===== src/rtl/tick_pkg.sv =====
// rtl/tick_pkg.sv - shared constants and helpers for the tick scheduler
package tick_pkg;

    // Default build of the scheduler: three channels, 16-bit divisors,
    // 104 MHz / 52 = 2 MHz base tick out of reset.
    localparam int DEF_N_CH      = 3;
    localparam int DEF_DIV_W     = 16;
    localparam int DEF_RESET_DIV = 52;

    // Channel roles in the default build.
    localparam int CH_AUDIO   = 0;
    localparam int CH_SCROLL  = 1;
    localparam int CH_REFRESH = 2;

    // Width of a channel index; a single channel still needs one select bit.
    function automatic int ch_width(input int n);
        return (n > 1) ? $clog2(n) : 1;
    endfunction

endpackage


===== src/rtl/tick_channel.sv =====
// rtl/tick_channel.sv - one tick channel: divider counter, staging register and apply logic
module tick_channel
    import tick_pkg::*;
#(
    parameter int   DIV_W     = DEF_DIV_W,
    parameter int   RESET_DIV = DEF_RESET_DIV,
    parameter logic RESET_EN  = 1'b1
)(
    input  logic             i_clk,
    input  logic             i_rst_n,
    input  logic             i_src,
    input  logic             i_cfg_we,
    input  logic             i_resync,
    input  logic [DIV_W-1:0] i_cfg_div,
    input  logic             i_cfg_en,
    output logic             o_tick,
    output logic             o_pending
);

    logic [DIV_W-1:0] r_cnt;
    logic [DIV_W-1:0] r_div;
    logic             r_en;
    logic [DIV_W-1:0] r_div_s;
    logic             r_en_s;
    logic             r_pending;
    logic             r_tick;

    logic             w_terminal;

    // Last source strobe of the current period; divisor is never zero here.
    assign w_terminal = (r_cnt == r_div - DIV_W'(1));

    // Counter, tick strobe and staged-configuration hand-over. Staged values
    // only replace the live ones at a period boundary (or while disabled, or
    // on resync) so an in-flight period is never cut short.
    always_ff @(posedge i_clk or negedge i_rst_n) begin
        if (!i_rst_n) begin
            r_cnt     <= '0;
            r_div     <= DIV_W'(RESET_DIV);
            r_en      <= RESET_EN;
            r_div_s   <= DIV_W'(RESET_DIV);
            r_en_s    <= RESET_EN;
            r_pending <= 1'b0;
            r_tick    <= 1'b0;
        end else if (i_resync) begin
            // Phase-align: restart from zero, suppress this cycle's tick and
            // take any staged value, including one written this very cycle.
            r_cnt     <= '0;
            r_tick    <= 1'b0;
            r_pending <= 1'b0;
            if (i_cfg_we) begin
                r_div <= i_cfg_div;
                r_en  <= i_cfg_en;
            end else if (r_pending) begin
                r_div <= r_div_s;
                r_en  <= r_en_s;
            end
        end else begin
            if (!r_en) begin
                // Idle channel: nothing to protect, apply staged value at once.
                r_cnt  <= '0;
                r_tick <= 1'b0;
                if (r_pending) begin
                    r_div     <= r_div_s;
                    r_en      <= r_en_s;
                    r_pending <= 1'b0;
                end
            end else if (i_src) begin
                if (w_terminal) begin
                    r_cnt  <= '0;
                    r_tick <= 1'b1;
                    if (r_pending) begin
                        r_div     <= r_div_s;
                        r_en      <= r_en_s;
                        r_pending <= 1'b0;
                    end
                end else begin
                    r_cnt  <= r_cnt + DIV_W'(1);
                    r_tick <= 1'b0;
                end
            end else begin
                r_tick <= 1'b0;
            end

            // The handshake only writes a channel with nothing staged, so
            // this never collides with an apply above.
            if (i_cfg_we) begin
                r_div_s   <= i_cfg_div;
                r_en_s    <= i_cfg_en;
                r_pending <= 1'b1;
            end
        end
    end

    assign o_tick    = r_tick;
    assign o_pending = r_pending;

endmodule


===== src/rtl/tick_scheduler.sv =====
// rtl/tick_scheduler.sv - clock-enable scheduler with cascadable channels and runtime reconfiguration
module tick_scheduler
    import tick_pkg::*;
#(
    parameter int              N_CH      = DEF_N_CH,
    parameter int              DIV_W     = DEF_DIV_W,
    parameter int              RESET_DIV = DEF_RESET_DIV,
    parameter logic [N_CH-1:0] RESET_EN  = {N_CH{1'b1}},
    parameter logic [N_CH-1:0] CASCADE   = N_CH'(3'b010),
    localparam int             CH_W      = ch_width(N_CH)
)(
    input  logic             clock_104mhz,
    input  logic             reset_n,
    input  logic             cfg_valid,
    output logic             cfg_ready,
    input  logic [CH_W-1:0]  cfg_ch,
    input  logic [DIV_W-1:0] cfg_div,
    input  logic             cfg_en,
    input  logic             resync,
    output logic [N_CH-1:0]  tick,
    output logic [N_CH-1:0]  pending,
    output logic             cfg_err
);

    logic            w_ready;
    logic            w_accept;
    logic            w_ch_ok;
    logic            w_div_ok;
    logic [N_CH-1:0] w_cfg_we;
    logic [N_CH-1:0] w_src;
    logic [N_CH-1:0] w_tick;
    logic [N_CH-1:0] w_pending;
    logic            r_cfg_err;

    assign w_ch_ok  = (int'(cfg_ch) < N_CH);
    assign w_div_ok = (cfg_div != '0);
    assign w_accept = cfg_valid && w_ready;

    // Ready follows the addressed channel's staging slot; a request to a
    // nonexistent channel is always taken so it can be flagged and dropped.
    always_comb begin
        w_ready = 1'b1;
        for (int i = 0; i < N_CH; i++) begin
            if (int'(cfg_ch) == i) begin
                w_ready = !w_pending[i];
            end
        end
    end

    // Route an accepted, well-formed request to its channel's staging register.
    always_comb begin
        w_cfg_we = '0;
        for (int i = 0; i < N_CH; i++) begin
            w_cfg_we[i] = w_accept && w_div_ok && (int'(cfg_ch) == i);
        end
    end

    // Sticky flag for any consumed request that could not be applied.
    always_ff @(posedge clock_104mhz or negedge reset_n) begin
        if (!reset_n) begin
            r_cfg_err <= 1'b0;
        end else if (w_accept && !(w_ch_ok && w_div_ok)) begin
            r_cfg_err <= 1'b1;
        end
    end

    genvar g;
    generate
        for (g = 0; g < N_CH; g++) begin : g_ch
            // Cascaded channels count their predecessor's strobes; the rest
            // count fabric clock cycles.
            if (g == 0) begin : g_src_clk
                assign w_src[g] = 1'b1;
            end else begin : g_src_sel
                assign w_src[g] = CASCADE[g] ? w_tick[g-1] : 1'b1;
            end

            tick_channel #(
                .DIV_W     (DIV_W),
                .RESET_DIV (RESET_DIV),
                .RESET_EN  (RESET_EN[g])
            ) u_channel (
                .i_clk     (clock_104mhz),
                .i_rst_n   (reset_n),
                .i_src     (w_src[g]),
                .i_cfg_we  (w_cfg_we[g]),
                .i_resync  (resync),
                .i_cfg_div (cfg_div),
                .i_cfg_en  (cfg_en),
                .o_tick    (w_tick[g]),
                .o_pending (w_pending[g])
            );
        end
    endgenerate

    assign cfg_ready = w_ready;
    assign tick      = w_tick;
    assign pending   = w_pending;
    assign cfg_err   = r_cfg_err;

endmodule


===== config.mk =====
export PLATFORM = sky130hd
export DESIGN_NAME = tick_scheduler
export DESIGN_NICKNAME = d
export VERILOG_FILES = /design/src/rtl/tick_pkg.sv /design/src/rtl/tick_channel.sv /design/src/rtl/tick_scheduler.sv
export SDC_FILE = /design/constraint.sdc
export NUM_CORES = 1
export LEC_CHECK = 0
export ABC_AREA = 1
export BUFFER_PORTS_ARGS = -buffer_cell sky130_fd_sc_hd__buf_2
export CAP_MARGIN = 10
export CORE_ASPECT_RATIO = 1.25
export CORE_MARGIN = 2
export CORE_UTILIZATION = 63
export CTS_CLUSTER_SIZE = 12
export DETAILED_ROUTE_END_ITERATION = 16
export PLACE_DENSITY = 0.81
export RECOVER_POWER = 50
export SLEW_MARGIN = 20
export SYNTH_ARGS = -nofsm -noshare
export SYNTH_HDL_FRONTEND = slang
export SYNTH_SLANG_ARGS = --single-unit

===== constraint.sdc =====
create_clock -name clock_104mhz -period 2.95 [get_ports clock_104mhz]
set_clock_uncertainty 0.1 [all_clocks]
set_input_delay 0 -clock clock_104mhz [delete_from_list [all_inputs] [get_ports clock_104mhz]]
set_output_delay 0 -clock clock_104mhz [all_outputs]
set_load 0.03 [all_outputs]

[After elaboration in Yosys (flattened, before gate mapping)]
Index checks and enable logic that the tools add are counted.
Storage, ports and cells
  register bits after elaboration: 157
  output and inout port bits: 8
Operators by class
  $add $sub $neg: 6
  order comparisons: 1
  eq/ne operators: 16
  muxes and demuxes: 74
  bitwise logic cells: 1
  reductions and logical operators: 18
Operators with widths (number)
  16-bit two-way mux: 26
  16-bit by 1-bit adder with 16-bit output, second input constant: 3
  16-bit equality test: 3
  1-bit two-way mux: 48
  16-bit by 1-bit subtractor with 16-bit output, second input constant: 3
  4-bit by 3-bit != test with 1-bit output, second input constant: 4
  16-bit nonzero test: 1
  3-bit != test, second input constant: 4
  2-bit AND reduction: 5
  3-bit by 1-bit != test with 1-bit output, second input constant: 3
  1-bit logical AND: 7
  2-bit equality test, second input constant: 2
  1-bit zero test: 4
  2-bit zero test: 1
  2-bit less-than comparator, second input constant: 1
  1-bit NOT: 1

[Depth between registers and ports, before layout]
Gate-level depths: netlist (run 1).
  depth after elaboration: 9
  depth in mapped cells: 17

[Cells and area by module]
From an unflattened synthesis (run 1), not the netlist that was laid out.
Second synthesis, totals
  cells, all modules: 1445
  area total of the unflattened synthesis: 10581.4 um^2
By module, submodules not included
  tick_channel at g_ch[0].u_channel ...: instances 2, cells each 470, area each 3482.1 um^2
  tick_channel at g_ch[2].u_channel: instances 1, cells each 467, area each 3438.3 um^2
  tick_scheduler: instances 1, cells each 38, area each 178.9 um^2

[Worst setup path before layout (run 1)]
No wires, ideal clock.
  path kind: register to register
  start point: register g_ch[1].u_channel.r_div[0]
  end point: register g_ch[1].u_channel.r_cnt[12]
  setup time: 0.128 ns
  arrival time: 2.072 ns
  required time: 2.722 ns
  path slack: 0.650 ns
  stages on the path, launching flop included: 14
  buffers on the path: 2
  period minus slack after synthesis: 2.300 ns
  cell sequence: dfrtp_1 > inv_1 > ha_1 > nand2_4 > nor2_8 > nand2_1 > nand2_1 > nand2_1 > nor3_4 > nand4_4 > nand2_2 > buf_6 > buf_12 > nor2_4
Between the ends
  cells in the longest elaborated chain, start to end: 6
Ends and longest elaborated chain
  from (decl): RTL line tick_channel.sv:21  | logic [DIV_W-1:0] r_div;
  from (signal assigned): RTL line tick_channel.sv:39  | r_div <= DIV_W'(RESET_DIV);
  from (signal assigned): RTL line tick_channel.sv:52  | r_div <= i_cfg_div;
  from (signal assigned): RTL line tick_channel.sv:55  | r_div <= r_div_s;
  16-bit by 1-bit subtractor with 16-bit output: RTL line tick_channel.sv:31  | assign w_terminal = (r_cnt == r_div - DIV_W'(1));
  16-bit equality test: RTL line tick_channel.sv:31
  16-bit two-way mux: RTL line tick_channel.sv:69  | if (w_terminal) begin
  16-bit two-way mux: RTL line tick_channel.sv:68  | end else if (i_src) begin
  16-bit two-way mux: RTL line tick_channel.sv:59  | if (!r_en) begin
  16-bit two-way mux: RTL line tick_channel.sv:45  | end else if (i_resync) begin
  to (signal assigned): RTL line tick_channel.sv:78  | r_cnt <= r_cnt + DIV_W'(1);
  to (decl): RTL line tick_channel.sv:20  | logic [DIV_W-1:0] r_cnt;
No other way between the ends. The select of a mux whose other input is x is not followed.
A chain may end at the register's enable or synchronous reset.

[Worst setup path in the final report (run 1)]
  start point: register g_ch[0].u_channel.r_div[0]
  end point: register g_ch[0].u_channel.r_cnt[13]
Between the ends
  cells in the longest elaborated chain, start to end: 5
Ends and longest elaborated chain (RTL line)
  from (decl): tick_channel.sv:21
  from (signal assigned): tick_channel.sv:39
  from (signal assigned): tick_channel.sv:52
  from (signal assigned): tick_channel.sv:55
  16-bit by 1-bit subtractor with 16-bit output: tick_channel.sv:31
  16-bit equality test: tick_channel.sv:31
  16-bit two-way mux: tick_channel.sv:69
  16-bit two-way mux: tick_channel.sv:59
  16-bit two-way mux: tick_channel.sv:45
  to (signal assigned): tick_channel.sv:78
  to (decl): tick_channel.sv:20
No other way between the ends.

==> results of run 1 <==
==> metrics by stage <==
stage | utilization (%) | instances | power, W | hold slack (ns)
after detailed placement | 66.0 | 1614 | 0.00630 | -0.0110
after CTS | 71.4 | 1669 | 0.00860 | 0.0940
after global routing | 71.3 | 1669 | 0.00923 | 0.350
after floorplan | - | 1402 | 0.00557 | -0.396
final | 71.3 | 1669 | 0.00861 | 0.341
after global placement | 66.0 | 1614 | 0.00622 | -0.0159
==> power by group through the flow <==
stage | clock [W] | combinational (W) | sequential [W]
floorplan | 0 | 0.00255 | 0.00302
global placement | 0 | 0.00306 | 0.00316
detailed placement | 0 | 0.00313 | 0.00317
CTS | 0.00226 | 0.00319 | 0.00314
global route | 0.00235 | 0.00366 | 0.00321
finish | 0.00224 | 0.00321 | 0.00316
==> layout make-up <==
type,count,area (um^2)
multi-input cells,1065,5170
fillers,1335,4430
flip-flops and latches,157,3960
repair buffers,76,538
clock buffers,23,498
inverters,127,477
well taps,212,265
clock inverters,9,108
==> worst max-delay path: stages (launching register included) <==
cell and delay [ns]:
dfrtp_1 0.39, inv_1 0.12, ha_1 0.25, nand3_1 0.16, nor2_1 0.27, nand2_1 0.14
o21bai_1 0.16, nand3_1 0.09, nor2_1 0.09, nand3_1 0.11, nand2_1 0.27, buf_4 0.27
nor3_1 0.06
==> flip-flops by register name (all words and copies together), names as in the netlist <==
name	cells
g_ch.u_channel.r_cnt	48
cfg_err	1
g_ch.u_channel.o_tick	3
g_ch.u_channel.r_en	3
g_ch.u_channel.r_en_s	3
g_ch.u_channel.r_div	48
g_ch.u_channel.r_div_s	48
g_ch.u_channel.o_pending	3
==> cells in the mapped netlist, types with 2 or more instances <==
cell type  number  share of area (%)
nand2_1       416                 16
nor2_1        216                8.2
dfrtp_1       133                 34
inv_1         119                4.5
nand3_1       117                5.9
a21oi_1        65                3.3
xor2_1         43                3.8
o21ai_0        42                2.1
clkbuf_1       30                1.1
dfstp_2        24                6.4
a31oi_1        22                1.4
nand4_1        19                1.2
xnor2_1        18                1.6
nor3_1         17               0.86
buf_2          14               0.71
nand3b_1       14                1.1
nor2_4         12                1.4
nor2_2         11               0.70
o21a_1         10               0.76
buf_4           7               0.53
mux2_2          7               0.80
ha_1            6               0.76
or2_2           6               0.38
inv_2           5               0.19
nand2_2         4               0.25
clkinv_1        3               0.11
o21bai_1        3               0.23
a21o_1          2               0.15
nand2_4         2               0.23
nor2_8          2               0.41
o21ai_1         2               0.10
==> cell families (layout without fill, tap and decap cells) <==
| logic type | after synthesis | after routing | synth area share [%] |
|---|---|---|---|
| AND/OR/NAND/NOR | 842 | 842 | 37.1 |
| buffers and inverters | 180 | 235 | 7.53 |
| flip-flops | 157 | 157 | 40.1 |
| AO/OA/AOI/OAI | 149 | 149 | 8.32 |
| XOR/XNOR | 61 | 61 | 5.41 |
| multiplexers | 7 | 7 | 0.799 |
| adder cells (fa/ha/maj) | 6 | 6 | 0.761 |
==> per-layer routing <==
layer	GRT usage (%)	wire, um	vias up
met2	50.9	11900	327
met3	6.75	1750	67
li1	-	-	4551
met1	42.4	10700	4202
met4	16.5	1320	0
met5	0	0	-
==> final timing paths <==
path	to	cells past startpoint
worst min register to register	cfg_err$_DFFE_PN0P_	1
min in group asynchronous	g_ch[1].u_channel.r_cnt[2]$_DFFE_PN0P_	2
max in group asynchronous	g_ch[0].u_channel.r_div_s[11]$_DFFE_PN0P_	3
worst max register to register	g_ch[0].u_channel.r_cnt[13]$_DFF_PN0_	12
worst min-delay path	g_ch[2].u_channel.r_en_s$_DFFE_PN1P_	4
worst max-delay path	g_ch[0].u_channel.r_cnt[13]$_DFF_PN0_	12
==> timing repair <==
item	4_1_cts	5_1_grt
buffers inserted	0	0
endpoints found under the hold margin	170	0
hold buffers	23	0
==> results.toml, run 1 <==
[die]
rows = 51
dieWidth_um = 116
die_y_um = 144
ioPinCount = 31
core_area_um2 = 15400
die_area_um2 = 16700
start_util_pct = 63.9

[pwr]
ir_drop_v = 0.000481
p_comb_share_pct = 37.3
power_density_nw_per_um2 = 782
leakagePower_nw = 5.39
p_seq_share_pct = 36.7
p_int_w = 0.00524
pwr-share-clk_pct = 26.1
swShare_pct = 39.2
p_sw_w = 0.00337

[cts]
cts_root_buf = "clkbuf_16"
clk_path_buf_depth = 2
numCtsBuffers = 17
cts_tree = "built"
clk_latency_ns = 0.44
cts_sinks = 157
clk_pin_slew_ns = 0.06
cts_resized = 0
cts.htree.levels = 4

[run]
maxCapViolCount = 1

[placement]
gp_congestion = 0.977
io_buffers = 30
pre_cts_ws_ns = 0.406
hpwlAfterDp_mm = 18.3
placed_area_um2 = 10200

[timing]
tns_ns = 0
setup_viol = 0
rsz0062_at_grt = "false"
timing.final.ws_setup_ns = 0.366
max_slew.worst_pin.slew_ns = 1.98
fin_crit_sh_pct = 87.6
relSlewSlack_pct = -31.9
maxSlewViolCount = 79
period_minus_slack_ns = 2.58
report.final.hold_viol_count = 0
fmax_mhz = 387

[worst_setup_path]
rrSetupSlack_ns = 0.37
cp-end-kind = "register"
cp_max_fo = 14
crit_required_ns = 3.16
reg2reg_from = "g_ch[0].u_channel.r_div[0]$_DFFE_PN0P_"
crit_type = "register to register"
worstSetupStartpoint = "g_ch[0].u_channel.r_div[0]$_DFFE_PN0P_"
crit_path_start_kind = "register"
crit_arrival_ns = 2.80

[route]
vias_per_cell = 5.48
vias = 9147
antenna_left = 0
avgRoutedWirePerCell_um = 15.3
first_iter_violations = 710
wirelength_mm = 25.6
dr.pass1.iters = 6
drc_errors = 0

[yosys]
synthCells = 1402
synth_edf_count = 0
synth_top_flop_cell = "dfrtp_1"
synth-seq-cells = 157
yosysSeqAreaShare_pct = 40.1
avgSynthCellArea_um2 = 7.04
synth_fp_nets = 1431
yosysWarnings = 0
async_flop_share_pct = 100
synth.distinct_cells = 42
syn_area_um2 = 9870

[global_routing]
grt_pass1_vias = 8496
grt_max_degree = 79
antenna_found_initial = 0
grt_pass1_wl_mm = 42.2
grt_overflow_total = 0
groute.usage.overall_pct = 32.4

[finish]
drive_above_1_share_pct = 10.6
area_growth_pct = 11.6
final_area_um2 = 11000
final_cell_mix = "nand2_1, nor2_1, dfrtp_1"
final_nets = 1473
antenna_cells = 0
final_common_cell = "nand2_1"

[run_status]
failed_checks = "capacitance limit, slew limit"
status = "finished, violations left"

[min_path]
hp-class = "primary input to register"
holdCritStartpoint = "cfg_en"
Power figures use the tool's default switching activity.
==> run 2: changes to the inputs <==
--- a/config.mk
+++ b/config.mk
@@ -10,12 +10,13 @@
 export CAP_MARGIN = 10
 export CORE_ASPECT_RATIO = 1.25
 export CORE_MARGIN = 2
-export CORE_UTILIZATION = 63
+export CORE_UTILIZATION = 64
 export CTS_CLUSTER_SIZE = 12
 export DETAILED_ROUTE_END_ITERATION = 16
-export PLACE_DENSITY = 0.81
+export PLACE_DENSITY = 0.82
 export RECOVER_POWER = 50
 export SLEW_MARGIN = 20
 export SYNTH_ARGS = -nofsm -noshare
 export SYNTH_HDL_FRONTEND = slang
+export SYNTH_HIERARCHICAL = 1
 export SYNTH_SLANG_ARGS = --single-unit
==> run 2 against run 1 <==
  * The run still ends with capacitance limit, slew limit left
  * Clock power fell by 3%
  * Count of clock-buffer cells in the layout decreased by 5
  * Register-to-register slack improved by 0.08 ns
  * Synthesized area is 7.2% higher
  * Largest power group unchanged
  * Sequential share of layout area is 1.9 points lower
  * Cell area up 5.6%
  * Synthesized cell count grew 3.1%
  * Critical path depth increased by 3
  * Fmax up 3.2%
==> results.toml, run 2 <==
[run_status]
status = "finished, violations left"
failed_checks = "capacitance limit, slew limit"

[cts]
cts_tree = "built"
postCtsSetupBuffers = 0
cts_root_buf = "clkbuf_16"
cts_resized = 0
clk_latency_ns = 0.43
cts.htree.levels = 4
clk_pin_slew_ns = 0.07
numCtsBuffers = 17
cts_sinks = 157
clk_path_buf_depth = 2

[die]
die_area_um2 = 17600
rows = 52
start_util_pct = 65.3
dieWidth_um = 119
core_area_um2 = 16200
ioPinCount = 31
die_y_um = 148

[finish]
antenna_cells = 0
fin_cells = 1719
final_nets = 1519
final_cell_mix = "nand2_1, nor2_1, inv_1, dfrtp_1, nand3_1"
top_regs = "g_ch.u_channel/r_cnt x48, g_ch.u_channel/r_div x48, g_ch.u_channel/r_div_s x48"
drive_above_1_share_pct = 14.2
fin_util_pct = 71.8
area_growth_pct = 9.93
final_common_cell = "nand2_1"

[yosys]
synth_top_area_share_pct = 31.5
async_flop_share_pct = 100
avgSynthCellArea_um2 = 7.32
synth_top_cell_by_area = "dfrtp_1"
yosysWarnings = 6
synth_edf_count = 0
synth_top_flop_cell = "dfrtp_1"
synth-seq-cells = 157
ys_top_cells_by_count = "nand2_1, nor2_1, dfrtp_1, inv_1, nand3_1"
synth.distinct_cells = 43
yosysMostFrequentCell = "nand2_1"
syn_area_um2 = 10600
synthCells = 1445
yosysSeqAreaShare_pct = 37.4
synth.area.top_cells = "dfrtp_1, nand2_1, dfstp_2, nor2_1, nand3_1"

[worst_setup_path]
cp_slowest_cell = "dfrtp_1"
crit_type = "register to register"
cp_top_family = "simple AND/OR/NAND/NOR gates"
cp_num_buf_inv = 2
crit_required_ns = 3.16
path_cells = "inv_1, ha_1, nand2_1, nor2_4, nand2_2, nand2_1, nand2_1, nor2_1, nand2_1, nor2_2, nand2_2, nand2_4, nand2_4, inv_4, nor2_1"
cp-end-kind = "register"
crit_arrival_ns = 2.71
crit_path_start_kind = "register"
cp_slowest_stage_delay_ns = 0.37
cpMostUsedCell = "nand2_1"
cp_max_fo = 18

[timing]
max_slew.worst_pin.slew_ns = 1.95
rsz0062_at_grt = "false"
period_minus_slack_ns = 2.50
report.final.hold_viol_count = 0
setup_viol = 0
maxSlewViolCount = 77
relSlewSlack_pct = -29.8
fmax_mhz = 399
tns_ns = 0
fin_crit_sh_pct = 84.9

[run]
maxCapViolCount = 1

[pwr]
leakagePower_nw = 5.64
power_density_nw_per_um2 = 860
ir_drop_v = 0.000465

[global_routing]
antenna_found_initial = 0
groute.usage.overall_pct = 31.5
grt_overflow_total = 0
grt_pass1_vias = 9092
use_met2_pct = 56.7
met3_usage_pct = 4.59
grt_max_degree = 78
busiest_layer = "met2"
use_met1_pct = 37.5
grt_pass1_wl_mm = 44.2

[placement]
io_buffers = 30
post-place-cells = 1664
gp_congestion = 0.974
hpwlAfterDp_mm = 19.2

[route]
vias = 9447
first_iter_violations = 728
wirelength_mm = 26.8
antenna_left = 0
vias_per_cell = 5.50
drc_errors = 0
avgRoutedWirePerCell_um = 15.6
dr.pass1.iters = 5

[min_path]
hp-class = "primary input to register"
-- run 2: cell count changes after synthesis, moves of 10 or more --
| cell | previous run | this run |
|---|---|---|
| nor2_1 | 216 | 151 |
| a21oi_1 | 65 | 26 |
| nand2_1 | 416 | 454 |
| o21ai_0 | 42 | 75 |
| mux2_2 | 7 | 39 |
| nor2_4 | 12 | 29 |
| inv_1 | 119 | 133 |
| buf_2 | 14 | 1 |
| nand2_2 | 4 | 14 |
| o21a_1 | 10 | 0 |
-- run 2: power breakdown --
group | internal (W) | leakage (nW) | total, W | switching (W)
clock | 0.00120 | 0.275 | 0.00218 | 0.000984
sequential | 0.00276 | 1.97 | 0.00345 | 0.000694
combinational | 0.00162 | 3.40 | 0.00437 | 0.00275
total | 0.00558 | 5.64 | 0.0100 | 0.00443
-- run 2: stage by stage --
stage	worst slack, ns	total power, W	instance area (um^2)	hold WS (ns)
2_1_floorplan	0.802	0.00688	10600	-0.396
3_3_place_gp	0.505	0.00763	10800	-0.0379
3_5_place_dp	0.443	0.00773	10800	-0.0326
4_1_cts	0.436	0.00997	11600	0.00432
5_1_grt	0.171	0.0108	11600	0.0476
6_report	0.447	0.0100	11600	0.0327
-- run 2: repair_timing --
action	CTS	global route
setup endpoints to repair	0	0
hold endpoints to repair	175	0
hold buffers	23	0
-- run 2: logic make-up (layout without fill, tap and decap cells) --
logic type	Yosys count	in the layout	share of synthesized area, %
DFF	157	157	37.4
xor gates and xnor gates	75	75	6.28
muxes	39	39	4.15
other	1	8	0.0354
adders and majority gates	6	6	0.709
and+or+nand+nor	829	829	35.6
buffers and inverters	190	241	8.12
AOI/OAI and AO/OA	148	148	7.70
-- run 2: final timing paths --
check | depth (start not counted) | from | to | slack [ns]
hold / removal | 6 | cfg_ch[1] | g_ch[2].u_channel/o_pending$_DFFE_PN0P_ | 0.03
hold reg to reg | 2 | g_ch[1].u_channel/r_div[0]$_DFFE_PN0P_ | g_ch[1].u_channel/r_div[0]$_DFFE_PN0P_ | 0.37
max in group asynchronous | 3 | reset_n | g_ch[0].u_channel/r_en$_DFFE_PN1P_ | 0.88
setup reg to reg | 15 | g_ch[1].u_channel/r_div[0]$_DFFE_PN0P_ | g_ch[1].u_channel/r_cnt[2]$_DFFE_PN0P_ | 0.45
setup / recovery | 15 | g_ch[1].u_channel/r_div[0]$_DFFE_PN0P_ | g_ch[1].u_channel/r_cnt[2]$_DFFE_PN0P_ | 0.45
min in group asynchronous | 2 | reset_n | g_ch[1].u_channel/o_tick$_DFF_PN0_ | 0.53
-- run 2: final cells by class --
class | instances | area [um^2]
Multi-Input combinational cell | 1105 | 5790
Fill cell | 1290 | 4570
Sequential cell | 157 | 3960
Inverter | 139 | 527
Timing Repair Buffer | 70 | 510
Clock buffer | 18 | 429
Tap cell | 216 | 270
Clock inverter | 14 | 148
-- run 2: routing by layer --
layer  up-vias  routed length, um
met5         -                  0
met4         0                913
met3        61               1040
met2       240              13700
met1      4465              11100
li1       4681                  -
-- run 2: tightest hold or removal path, stage by stage --
cell and delay, ns:
buf_2 0.12, nand2_1 0.06, nor2_1 0.11, nor2_1 0.12, nand2_1 0.06, nand2_1 0.05
